[src/rtl/clkdiv_bank.sv]
// Bank of independent programmable clock dividers with a shared sync
// and a shared divisor write port; divisor changes land on period edges.
module clkdiv_bank #(
   parameter int NCH = 4,
   parameter int DIV_W = 16,
   parameter int RST_DIV = 256,
   localparam int CH_W = (NCH > 1) ? $clog2(NCH) : 1
) (
   input  logic             clk,
   input  logic             resetn,
   input  logic [NCH-1:0]   en,
   input  logic             sync,
   input  logic             wr_en,
   input  logic [CH_W-1:0]  wr_ch,
   input  logic [DIV_W-1:0] wr_div,
   output logic [NCH-1:0]   clk_out,
   output logic [NCH-1:0]   tick,
   output logic [NCH-1:0]   pend
);

   localparam logic [DIV_W-1:0] RST_D = DIV_W'(RST_DIV);
   localparam logic [DIV_W-1:0] ONE   = DIV_W'(1);
   localparam logic [DIV_W-1:0] TWO   = DIV_W'(2);

   logic [DIV_W-1:0] act_q [NCH];
   logic [DIV_W-1:0] act_d [NCH];
   logic [DIV_W-1:0] nxt_q [NCH];
   logic [DIV_W-1:0] nxt_d [NCH];
   logic [DIV_W-1:0] cnt_q [NCH];
   logic [DIV_W-1:0] cnt_d [NCH];

   logic [NCH-1:0] pend_q, pend_d;
   logic [NCH-1:0] clk_q, clk_d;
   logic [NCH-1:0] tick_q, tick_d;

   logic [NCH-1:0] run;
   logic [NCH-1:0] last;
   logic [NCH-1:0] bnd;
   logic [NCH-1:0] hit;

   // Per-channel counter, waveform and divisor hand-over logic
   always_comb begin
      run    = '0;
      last   = '0;
      bnd    = '0;
      hit    = '0;
      pend_d = pend_q;
      clk_d  = '0;
      tick_d = '0;
      for (int i = 0; i < NCH; i++) begin
         act_d[i] = act_q[i];
         nxt_d[i] = nxt_q[i];
         cnt_d[i] = '0;

         run[i]  = en[i] && (act_q[i] >= TWO);
         last[i] = run[i] && (cnt_q[i] == act_q[i] - ONE);
         bnd[i]  = !run[i] || last[i] || sync;
         hit[i]  = wr_en && (wr_ch == CH_W'(i));

         // sync overrides the running count; stopped stays at zero
         if (run[i] && !sync) begin
            clk_d[i]  = cnt_q[i] < (act_q[i] >> 1);
            tick_d[i] = last[i];
            cnt_d[i]  = last[i] ? '0 : cnt_q[i] + ONE;
         end

         // a write on a boundary bypasses the pending slot
         if (hit[i]) begin
            if (bnd[i]) begin
               act_d[i]  = wr_div;
               pend_d[i] = 1'b0;
            end else begin
               nxt_d[i]  = wr_div;
               pend_d[i] = 1'b1;
            end
         end else if (bnd[i] && pend_q[i]) begin
            act_d[i]  = nxt_q[i];
            pend_d[i] = 1'b0;
         end
      end
   end

   // State registers; reset drops any pending divisor
   always_ff @(posedge clk or negedge resetn) begin
      if (!resetn) begin
         for (int i = 0; i < NCH; i++) begin
            act_q[i] <= RST_D;
            nxt_q[i] <= RST_D;
            cnt_q[i] <= '0;
         end
         pend_q <= '0;
         clk_q  <= '0;
         tick_q <= '0;
      end else begin
         for (int i = 0; i < NCH; i++) begin
            act_q[i] <= act_d[i];
            nxt_q[i] <= nxt_d[i];
            cnt_q[i] <= cnt_d[i];
         end
         pend_q <= pend_d;
         clk_q  <= clk_d;
         tick_q <= tick_d;
      end
   end

   assign clk_out = clk_q;
   assign tick    = tick_q;
   assign pend    = pend_q;

endmodule

[config.mk]
export PLATFORM = sky130hd
export DESIGN_NAME = clkdiv_bank
export DESIGN_NICKNAME = d
export VERILOG_FILES = /design/src/rtl/clkdiv_bank.sv
export SDC_FILE = /design/constraint.sdc
export NUM_CORES = 1
export LEC_CHECK = 0
export CORE_MARGIN = 5
export CORE_UTILIZATION = 65
export CTS_BUF_LIST = sky130_fd_sc_hd__clkbuf_8 sky130_fd_sc_hd__clkbuf_16
export CTS_CLUSTER_SIZE = 25
export DETAILED_ROUTE_END_ITERATION = 10
export PLACE_DENSITY = 0.92
export SLEW_MARGIN = 20
export SYNTH_ARGS = -nofsm -noshare
export SYNTH_HDL_FRONTEND = slang
export SYNTH_SLANG_ARGS = --single-unit
[constraint.sdc]
create_clock -name clk -period 9.2 [get_ports clk]
set_input_delay 1.84 -clock clk [delete_from_list [all_inputs] [get_ports clk]]
set_output_delay 1.84 -clock clk [all_outputs]
set_load 0.03 [all_outputs]
==> metrics.yaml <==
drt_pass1_iterations: 6
async_flop_share_pct: 100
regToRegStartpoint: "act_q[32]"
grt_overflow_total: 0
p_seq_share_pct: 43.6
synthFlopType: "dfrtp_1"
area_growth_pct: 10.2
wl_per_cell_um: 19.0
p_int_mw: 1.94
synth_cell_types: 79
final_util_pct: 73.5
powerDensity_nw_per_um2: 201
netlist_area_sq_um: 12600
place_congestion: 0.949
worstSetupStartpoint: "act_q[32]"
p_leak_nw: 5.98
cts_tree: "yes"
dp_slack_ns: 4.53
dp_cells: 1487
ir_drop_mv: 0.172
start_util_pct: 66.7
clockPowerShare_pct: 36.8
fp.coreArea_sq_um: 18800
hold_ws_ns: 0.495
cap_violations: 0
clock_skew_ns: 0.0140
mostFrequentLayoutCells: "dfrtp_1 (196), nor2_1 (104), inv_1 (83)"
grt_use_total_pct: 26.5
port_buffers: 37
slew_headroom_pct: 32.2
syn_nets: 1353
yosysWarnings: 0
seqCellArea_sq_um: 5110
p_total_mw: 2.79
ys_ff_latch: 204
cts_resized: 0
via_count: 9752
crit_fanout: 20
die_h_um: 149
seq_area_frac_synth_pct: 40.8
arrival_ns: 4.87
drive_above_1_share_pct: 12.2
postPlaceCellArea_sq_um: 13000
status: "finished clean"
die_width_um: 149
rows: 50
max_freq_mhz: 227
worst_slack_ns: 4.80
synth_edf_count: 0
hold_viol: 0
rsz0062_at_grt: "no"
min-delay-path-class: "register to register"
cts_setup_buffers: 0
final_area_sq_um: 13800
layoutNonFillerInstCount: 1529
rr_endpoint: "act_q[47]"
cp-start-kind: "register"
synth_compound_area_share_pct: 17.5
cts_root_buffer: "clkbuf_16"
grt_pass1_vias: 9917
final_common_cell: "dfrtp_1"
drc: 0
cp-endpoint: "act_q[47]"
insertion_delay_ns: 0.53
reg2regPathDepth: 11
cts_inserted_buffers: 23
worstPathRequired_ns: 9.67
dieArea_sq_um: 22200
postCtsHoldBufs: 0
multi_input_area_sq_um: 6810
post-route-min-period_ns: 4.40
clkSinkCount: 204
grt_pass1_wl_um: 49000
synth_xor_area_share_pct: 9.28
switching_share_pct: 30.2
first_iter_violations: 832
antenna_found_initial: 0
cts_max_path_buffers: 3
layout.nets: 1346
synth-simple-area-share_pct: 14.7
regToRegSetupSlack_ns: 4.80
synthAdderAreaFrac_pct: 6.78
crit_path_end_kind: "register"
antenna_left: 0
comb_power_share_pct: 19.5
synth.area.mux_share_pct: 5.90
setup_viol: 0
synth_top_family_by_area: "compound AO/OA/AOI/OAI gates"
grt_max_degree: 131
final.setup.tns_ns: 0
synthesis.instances: 1259
tightest_slew_ns: 1.00
p_sw_mw: 0.843
htree_num_levels: 1
n_fill_cell: 1271
routed_wl_um: 29000
n_antenna_cell: 0
dp_hpwl_um: 19800
routed_via_density: 6.38
syn_avg_cell_area_sq_um: 9.97
worstSetupPathType: "register to register"
io_pins: 38
slew_violations: 0
period_share_pct: 47.8
clkSlewWorstSetupHoldPaths_ns: 0.06
## flip-flops by register name, indices dropped and copies added, names as in the netlist
| register | flops |
|---|---|
| act_q | 64 |
| cnt_q | 64 |
| nxt_q | 64 |
| clk_out | 4 |
| pend | 4 |
| tick | 4 |
## cells in the mapped netlist, types with 5 or more instances
| cell | number | share of area [%] |
|---|---|---|
| a2bb2oi_1 | 27 | 1.9 |
| nand3b_1 | 5 | 0.30 |
| nand2b_1 | 10 | 0.50 |
| nand4_1 | 17 | 0.85 |
| and3_1 | 19 | 0.95 |
| a22oi_1 | 18 | 1.1 |
| a2bb2oi_2 | 20 | 2.4 |
| dfrtp_1 | 196 | 39 |
| nor2_1 | 105 | 3.1 |
| a211oi_1 | 10 | 0.60 |
| nand2_1 | 42 | 1.3 |
| o21ai_0 | 27 | 1.1 |
| xnor2_1 | 71 | 5.0 |
| buf_2 | 11 | 0.44 |
| clkbuf_1 | 59 | 1.8 |
| a21oi_1 | 26 | 1.0 |
| o2bb2ai_1 | 17 | 1.2 |
| inv_1 | 80 | 2.4 |
| a2111oi_0 | 7 | 0.49 |
| mux2_1 | 11 | 0.99 |
| nor4_1 | 20 | 1.0 |
| nor3_1 | 25 | 1.0 |
| o22ai_1 | 49 | 2.4 |
| or4_1 | 9 | 0.54 |
| a21o_1 | 15 | 0.90 |
| xor2_1 | 62 | 4.3 |
| o211ai_1 | 11 | 0.66 |
| dfstp_2 | 8 | 1.7 |
| or3_1 | 8 | 0.40 |
| ha_1 | 68 | 6.8 |
| nand3_1 | 59 | 2.4 |
| mux2_2 | 53 | 4.8 |
| o31ai_1 | 6 | 0.36 |
## worst max-delay path, stage by stage, from the launching register on
cell       delay [ns]
dfrtp_1          0.44
inv_1            0.11
ha_1             0.20
or3b_2           0.50
or4_1            0.52
a211oi_1         0.24
nand4_1          0.13
a2111oi_2        0.37
a21o_1           0.69
buf_4            0.36
a21boi_4         0.55
o2bb2a_1         0.24
## how the worst min path moves through the flow
stage	from	to	slack, ns	cells after the start
after floorplan	nxt_q[21]	nxt_q[21]	0.46	1
after global placement	nxt_q[26]	nxt_q[26]	0.47	1
after detailed placement	nxt_q[26]	nxt_q[26]	0.48	1
after CTS	nxt_q[26]	nxt_q[26]	0.49	1
after global routing	nxt_q[26]	nxt_q[26]	0.51	1
final	nxt_q[38]	nxt_q[38]	0.49	1
## power groups by stage
| stage | Clock [mW] | Combinational, mW | Sequential [mW] |
|---|---|---|---|
| CTS | 1.04 | 0.544 | 1.21 |
| global route | 1.08 | 0.602 | 1.24 |
| floorplan | 0 | 0.464 | 1.13 |
| detailed placement | 0 | 0.537 | 1.22 |
| global placement | 0 | 0.507 | 1.21 |
| finish | 1.03 | 0.544 | 1.22 |
## cells by family after synthesis
group / Yosys count
buf+inv: 157
mux: 66
simple gates: 354
compound gates: 277
xor+xnor: 133
flops: 204
fa+ha+maj: 68
## per-layer routing
layer / track usage, % / part of all wire, % / wire [um]
met1: 34.2 / 41 / 12000
met2: 45.3 / 49 / 14300
met3: 3.56 / 4.7 / 1380
met4: 10.6 / 4.7 / 1370
met5: 0 / 0 / 0
## cell type report
cell class                 instances  share of cell area (%)
multi-input combinational        898                    49.2
clock inverter                    18                    1.89
inverter                          80                    2.17
tap                              260                    2.35
timing repair buffer              45                    3.15
clock buffer                      24                    4.26
sequential                       204                    37.0
Power figures use the tool's default switching activity.
